[src/rtl/bin2bcd_seq.sv]
// Sequential shift-and-add-3 binary to 4-digit packed BCD converter.
// Saturates to 9999 with ovf; result register holds between conversions.
module bin2bcd_seq #(
    parameter int IN_W = 14
) (
    input  logic            sys_clk,
    input  logic            reset,
    input  logic            start,
    input  logic [IN_W-1:0] bin,
    output logic [15:0]     bcd,
    output logic            busy,
    output logic            done,
    output logic            ovf
);

    localparam int CW = $clog2(IN_W + 1);
    localparam logic [CW-1:0] CNT_INIT = CW'(IN_W);
    localparam logic [CW-1:0] CNT_ONE = CW'(1);
    localparam logic [15:0] SAT_BCD = 16'h9999;

    typedef enum logic {
        IDLE,
        CONV
    } state_t;

    state_t state_q, state_d;

    logic [IN_W-1:0]    shift_q, shift_d;
    logic [15:0]        scr_q, scr_d;
    logic [CW-1:0]      cnt_q, cnt_d;
    logic               sat_q, sat_d;
    logic [15:0]        bcd_d;
    logic               busy_d, done_d, ovf_d;
    logic [15:0]        scr_adj;
    logic [IN_W+15:0]   shifted;
    logic               in_sat;

    function automatic logic [3:0] add3(input logic [3:0] d);
        return (d >= 4'd5) ? d + 4'd3 : d;
    endfunction

    assign in_sat = (32'(bin) > 32'd9999);

    // One double-dabble iteration: correct digits, then shift in next bit.
    always_comb begin
        scr_adj = '0;
        for (int i = 0; i < 4; i++) begin
            scr_adj[i*4 +: 4] = add3(scr_q[i*4 +: 4]);
        end
        shifted = {scr_adj, shift_q} << 1;
    end

    always_comb begin
        state_d = state_q;
        shift_d = shift_q;
        scr_d   = scr_q;
        cnt_d   = cnt_q;
        sat_d   = sat_q;
        bcd_d   = bcd;
        ovf_d   = ovf;
        busy_d  = 1'b0;
        done_d  = 1'b0;
        unique case (state_q)
            IDLE: begin
                if (start) begin
                    shift_d = bin;
                    scr_d   = '0;
                    cnt_d   = CNT_INIT;
                    sat_d   = in_sat;
                    busy_d  = 1'b1;
                    state_d = CONV;
                end
            end
            CONV: begin
                busy_d = 1'b1;
                {scr_d, shift_d} = shifted;
                cnt_d = cnt_q - CNT_ONE;
                if (cnt_q == CNT_ONE) begin
                    state_d = IDLE;
                    busy_d  = 1'b0;
                    done_d  = 1'b1;
                    ovf_d   = sat_q;
                    bcd_d   = sat_q ? SAT_BCD : shifted[IN_W+15:IN_W];
                end
            end
            default: state_d = IDLE;
        endcase
    end

    always_ff @(posedge sys_clk or negedge reset) begin
        if (!reset) begin
            state_q <= IDLE;
            shift_q <= '0;
            scr_q   <= '0;
            cnt_q   <= '0;
            sat_q   <= 1'b0;
            bcd     <= '0;
            busy    <= 1'b0;
            done    <= 1'b0;
            ovf     <= 1'b0;
        end else begin
            state_q <= state_d;
            shift_q <= shift_d;
            scr_q   <= scr_d;
            cnt_q   <= cnt_d;
            sat_q   <= sat_d;
            bcd     <= bcd_d;
            busy    <= busy_d;
            done    <= done_d;
            ovf     <= ovf_d;
        end
    end

endmodule

[config.mk]
export PLATFORM = sky130hd
export DESIGN_NAME = bin2bcd_seq
export DESIGN_NICKNAME = d
export VERILOG_FILES = /design/src/rtl/bin2bcd_seq.sv
export SDC_FILE = /design/constraint.sdc
export NUM_CORES = 1
export LEC_CHECK = 0
export CAP_MARGIN = 10
export CORE_ASPECT_RATIO = 1.4
export CORE_UTILIZATION = 33
export CTS_CLUSTER_SIZE = 25
export DETAILED_ROUTE_END_ITERATION = 12
export SYNTH_ARGS = -nofsm -noshare
export SYNTH_HDL_FRONTEND = slang
export SYNTH_SLANG_ARGS = --single-unit
[constraint.sdc]
create_clock -name sys_clk -period 1.95 [get_ports sys_clk]
set_clock_uncertainty 0.15 [all_clocks]
set_input_delay 0.585 -clock sys_clk [delete_from_list [all_inputs] [get_ports sys_clk]]
set_output_delay 0.585 -clock sys_clk [all_outputs]
set_load 0.005 [all_outputs]
==> results of run 1 <==
## registers in the layout, summed over array words and instances (netlist names)
signal and flops:
state_q 1, shift_q 14, bcd 16, sat_q 1, cnt_q 4, scr_q 16
done 1, ovf 1
## stage by stage
stage          utilization, %  area [sq um]  hold WS (ps)  power (mW)  setup WS [ps]
2_1_floorplan               -          2659         139.4       3.464          451.9
3_3_place_gp            39.81          3104         302.4       4.140          33.11
3_5_place_dp            39.81          3104         320.0       4.221          5.371
4_1_cts                 40.93          3192         75.12       4.847          13.86
5_1_grt                 41.64          3247         86.46       5.260          1.583
6_report                41.64          3247         61.62       4.845          49.30
## layer usage
metal	part of all wire (%)	vias up	track usage, %
met5	0	-	0
met4	1.2	0	4.043
met3	3.7	5	3.376
met2	49	30	22.57
met1	46	881	15.87
li1	-	925	-
## worst reg2reg max path: cells and delay by family, from the launching register on
family,cells,cell delay [ps]
flops,1,450
compound gates,2,360
mux,1,280
fa+ha+maj,1,210
simple gates,1,160
## cells in the mapped netlist
library cell,instances
a22o_1,6
clkbuf_1,3
nor2_8,1
buf_1,1
nand3_4,1
a21o_1,8
o21ai_0,18
buf_2,5
nand2b_1,13
a22o_2,1
o31ai_2,1
xnor2_1,6
buf_6,3
a21oi_2,4
o31ai_1,2
a21oi_1,17
ha_1,10
nand2_1,21
nor2_1,11
dfrtp_1,54
buf_4,2
nor3b_1,11
nor2_2,1
nor4_1,1
inv_1,10
nand3_1,1
inv_2,1
nor3_1,8
mux2i_1,26
## worst min-delay path by stage
stage / to / slack [ps] / depth (start not counted)
after floorplan: bcd[0] / 140 / 0
after global placement: bcd[0] / 300 / 2
after detailed placement: ovf / 320 / 2
after CTS: bcd[11] / 80 / 1
after global routing: bcd[11] / 90 / 1
final: bcd[11] / 60 / 1
## what timing repair did
item / in CTS / in global routing
setup buffers: 0 / 6
pin swaps: 0 / 0
setup endpoints to repair: 2 / 8
endpoints found under the hold margin: 0 / 0
gates resized for setup: 2 / 4
## power groups by stage
stage          sequential [mW]  clock, mW  combinational [mW]
6_report                  1.98      0.632                2.23
5_1_grt                   2.05      0.707                2.50
4_1_cts                   2.00      0.659                2.19
3_5_place_dp              2.02          0                2.20
3_3_place_gp              2.01          0                2.13
2_1_floorplan             1.96          0                1.51
## cell type report
| type | count | area share (%) |
|---|---|---|
| Timing Repair Buffer | 46 | 14.18 |
| Tap cell | 100 | 3.854 |
| Clock buffer | 5 | 2.119 |
| Inverter | 11 | 1.272 |
| Multi-Input combinational cell | 168 | 36.26 |
| Clock inverter | 3 | 0.6551 |
| Sequential cell | 54 | 41.66 |
## kinds of logic after synthesis
logic type,Yosys count
mux,26
compound gates,57
buf+inv,25
xor+xnor,6
fa+ha+maj,10
simple gates,69
flops,54
==> results.md, run 1 <==
* Status: complete, no violations
* Fin crit share at approximately 97%
* Pint at 3.058 mW
* Area grow syn2layout at 22.12%
* Max cap viols at 0
* Die ar. at approximately 0.0084 sq mm
* Residual DRC at 0
* Layout Nets at 313
* Adder-Cell Fraction of Synth Area at between 4 and 5%
* Final Max Slew Viols at 0
* Xor/xnor cell area share of the yosys netlist at 1.976%
* Gate power share at 46.0%
* RR Startpoint: scr_q[8]
* Crit-path max FO at 2
* Chip Width at roughly 80 microns
* Fillers at between 800 and 900
* Number of diodes at 0
* WL final at a little over 5000 microns
* Initial Utilization at around a third
* Worst Setup EP: bcd[14]
* Most frequent cells in the layout: dfrtp_1 (53), clkdlybuf4s50_1 (28), mux2i_1 (26), nand2_1 (21), o21ai_0 (18)
* Stages on the worst setup path at 1
* Final hold viol count at 0
* DPL Wire Length at 3527 microns
* CTS sink cnt at 54
* First-pass GRT wire length at between 8000 and 9000 microns
* Synthesized Nets at ~270
* Setup TNS at 0 ps
* GP Congestion at ~0.72
* Buffers and inverters on the worst path at 1
* Part of the power in registers at 41.0%
* Count of input and output buffers at 35
* Kind of cell adding the most delay to the critical path: buffers and inverters
* Critical Path Start Type: flip-flop
* Synth top area cells: dfrtp_1 (51%), mux2i_1 (9.8%), ha_1 (4.7%)
* DR pass1 iterations at 4
* Layout cells sized above 1 at 10.80%
* Yosys reg bits at 54
* CTS root buffer: clkbuf_8
* Critical Path AT at about 1200 ps
* F_max at around 0.53 GHz
* Worst Hold Class: in2async
* Leakage at between 1.5 and 2 nW
* Vias per cell at about 4.8
* Largest family of logic cells by synthesized area: simple AND/OR/NAND/NOR gates
* Worst Path Required at 1210 ps
* Yosys top cell area share at 50.82%
* Reg2reg end: bcd[10]
* Mapped Cells at between 200 and 250
* Gr usage total at between 10% and 20%
* Clock network fraction of total power at a little over an eighth
* Post-synthesis mux area share at under 10%
* Clock period minus worst slack at 1901 ps
* Simple-gate area share of the yosys netlist at ~14%
* Core Box Area at between 0.007 and 0.008 sq mm
* Sequential fraction of the synthesis area at 50.82%
* Clk_lat worst skew at between 300 and 400 ps
* Kind of critical path: reg2out
* Inst Count DP at ~370
* Mean Syn Cell Area at about 11 sq um
* Clock buffer depth at 2
* Leading area contributor after synthesis: dfrtp_1
* Worst Tran Pin Value at 465.8 ps
* Die Y at between 100 and 150 microns
* 1st-iter DRT viols at between 60 and 70
* Vias in the first global route at ~1800
* CTS tree: built
* Setup crit start: bcd[14]
* Switch share at around 37%
* Netlist cell types at 29
* Ports at 36
* Most common cell after layout, fill and taps aside: dfrtp_1
* NetSw at 1.786 mW
* Via count at around 1800
* TritonCTS Buffers at 5
* Total gr overflow at 0
* Worst-path clk slew at approximately 100 ps
* Sequence of cells on the critical path: clkdlybuf4s50_1
* Flop-to-flop setup slack at approximately 290 ps
* Standard-cell rows at 38
* Initial antenna violation count at 0
* Peak supply drop at between 0.0004 and 0.0005 V
* FF-to-FF path depth at 5
* Sequential Area at 0.001353 sq mm
* Relative slew slack at just under 70%
* Compound-Gate Fraction of Synth Area at a little over an eighth
* Slowest cell delay on critical path at 500 ps
* Unrepaired setup endpoints after global routing: false
* Final setup fails at 0
* Area of the multi-input gates at approximately 0.0012 sq mm
* Largest net degree at the start of global routing at between 40 and 50
* Htree depth at 2
* ANT nets after route at 0
* YS warnings at 0
* Hold buffers post-CTS at 0
* Wire per inst at around 13 microns
* Crit path capture type: output pin
* Power Dens Cells at ~1500 mW/mm^2
* Mapped cell area at roughly 0.0027 sq mm
* Layout Cells excl Fill at about 390
* CP max-delay cell: clkdlybuf4s50_1
(Power assumes the default switching activity.)
==> inputs of run 2 (changes only) <==
--- a/config.mk
+++ b/config.mk
@@ -12,2 +12,3 @@
 export DETAILED_ROUTE_END_ITERATION = 12
+export RECOVER_POWER = 100
 export SYNTH_ARGS = -nofsm -noshare
==> constraint.sdc (replaced) <==
create_clock -name sys_clk -period 1.95 [get_ports sys_clk]
set_clock_uncertainty 0.15 [all_clocks]
set_input_delay 0.195 -clock sys_clk [delete_from_list [all_inputs] [get_ports sys_clk]]
set_output_delay 0.195 -clock sys_clk [all_outputs]
set_load 0.005 [all_outputs]
==> run 2 against run 1 <==
Combinational power decreased by 9.0%. Core utilization shrank 1.1 points. Cell count shrank 1.3%. Wire length is 2.1% lower. Global-route usage up 0.22 points. Hold slack gained 280 ps. Non-clock buffer count shrank 5.
==> results.md, run 2 (synthesis gave the netlist of run 1 again) <==
* Status: complete, no violations
* Area grow syn2layout at 18.96%
* Cts repair resizes at 0
* Number of diodes at 0
* Relative slew slack at approximately two fifths
* DR pass1 iterations at 4
* Power Dens Cells at between 1000 and 1500 mW/mm^2
* CP max-delay cell: clkbuf_2
* Pre-CTS WS at around 250 ps
* Htree depth at 2
* Flop-to-flop setup slack at between 200 and 250 ps
* Layout Nets at between 300 and 400
* Slowest cell delay on critical path at 690 ps
* Core Box Area at 0.007797 sq mm
* Top Registers: bcd: 16 flops, scr_q: 16 flops, shift_q: 14 flops
* Most frequent cells in the layout: dfrtp_1 (53), mux2i_1 (26), nand2_1 (21), a21oi_1 (21), dlygate4sd3_1 (20)
* Standard-cell rows at 38
* Final Max Slew Viols at 0
* Wire per inst at between 10 and 15 microns
* Die Y at 108.2 microns
* Vias per cell at 4.785
* Buffers and inverters on the worst path at 2
* GP Congestion at roughly 0.73
* Worst-path clk slew at 90 ps
* Layout cells sized above 1 at approximately 5.7%
* Setup TNS at 0 ps
* Clock buffer depth at 2
* CTS tree: built
* Final setup fails at 0
* Total gr overflow at 0
* Unrepaired setup endpoints after global routing: false
* DPL Wire Length at roughly 3600 microns
* Final hold viol count at 0
* Peak supply drop at about 0.00061 V
* TritonCTS Buffers at 5
* Kind of cell adding the most delay to the critical path: buffers and inverters
* WL final at ~5000 microns
* Worst Tran Pin Value at 928.2 ps
* Ports at 36
* 1st-iter DRT viols at 58
* Fin crit share at about nine tenths
* CTS root buffer: clkbuf_8
* Leakage at between 1 and 1.5 nW
* ANT nets after route at 0
* Residual DRC at 0
* Sequence of cells on the critical path: dlygate4sd3_1 > clkbuf_2 > mux2i_1 > o21ai_0
* Crit path capture type: flip-flop
* Critical Path AT at between 1500 and 2000 ps
* Initial Utilization at between 30% and 40%
* Chip Width at approximately 78 microns
* Via count at between 1500 and 2000
* First-pass GRT wire length at around 8700 microns
* Count of input and output buffers at 35
* F_max at 0.5678 GHz
* Critical Path Start Type: primary input
* Die ar. at 0.008425 sq mm
* CTS sink cnt at 54
* Final WS setup at around 190 ps
* Largest net degree at the start of global routing at 41
* Worst Path Required at roughly 2000 ps
* Most common cell after layout, fill and taps aside: dfrtp_1
* Max cap viols at 0
* Worst Hold Class: reg2reg
* Vias in the first global route at roughly 1800
* Initial antenna violation count at 0
* Kind of critical path: in2reg
* Clk_lat worst skew at roughly 300 ps
* Gr usage total at a little over an eighth
* Crit-path max FO at 36
* Clock period minus worst slack at 1761 ps
-- run 2: routing by layer --
metal	share of wire, %	vias up	GRT usage, %
met5	0	-	0
met4	1.4	0	4.447
met3	3.6	4	3.038
met2	51	37	23.26
met1	44	871	15.99
li1	-	916	-
-- run 2: cell type report --
type	instances	area, sq um
Timing Repair Buffer	41	401.6
Fill cell	783	4634
Multi-Input combinational cell	168	1162
Sequential cell	54	1353
Tap cell	100	125.1
Inverter	11	41.29
Clock buffer	8	80.08
-- run 2: worst paths after layout --
check | start | endpoint | cells past startpoint
min in group asynchronous | reset | bcd[12] | 2
setup / recovery | start | shift_q[2] | 4
hold reg to reg | ovf | ovf | 2
hold / removal | ovf | ovf | 2
max in group asynchronous | reset | state_q | 3
setup reg to reg | scr_q[4] | bcd[6] | 5
-- run 2: worst min-delay path, stage by stage (launching register included) --
cell and delay [ps]:
dfrtp_1 350, nand2_1 50, nand2_1 50
-- run 2: stage by stage --
step	area (sq um)	cells	util [%]	hold slack (ps)	power (mW)
CTS	3194	382	40.97	193.2	4.839
finish	3163	382	40.56	337.1	4.641
floorplan	2659	247	-	-250.6	3.464
detailed placement	3104	373	39.81	-9.572	4.235
global route	3163	382	40.56	352.0	5.087
global placement	3104	373	39.81	-10.88	4.180
-- run 2: timing repair --
item                                    CTS  global route
hold endpoints to repair                 14             0
buffers inserted                          0             0
endpoints found under the setup margin    0             0
hold buffers                              1             0
-- run 2: where the power goes --
| part | leakage (nW) | switching [mW] | total, mW | internal, mW |
|---|---|---|---|---|
| Combinational | 0.766 | 0.962 | 2.03 | 1.07 |
| Sequential | 0.678 | 0.400 | 2.02 | 1.62 |
| Clock | 0.0395 | 0.335 | 0.591 | 0.256 |
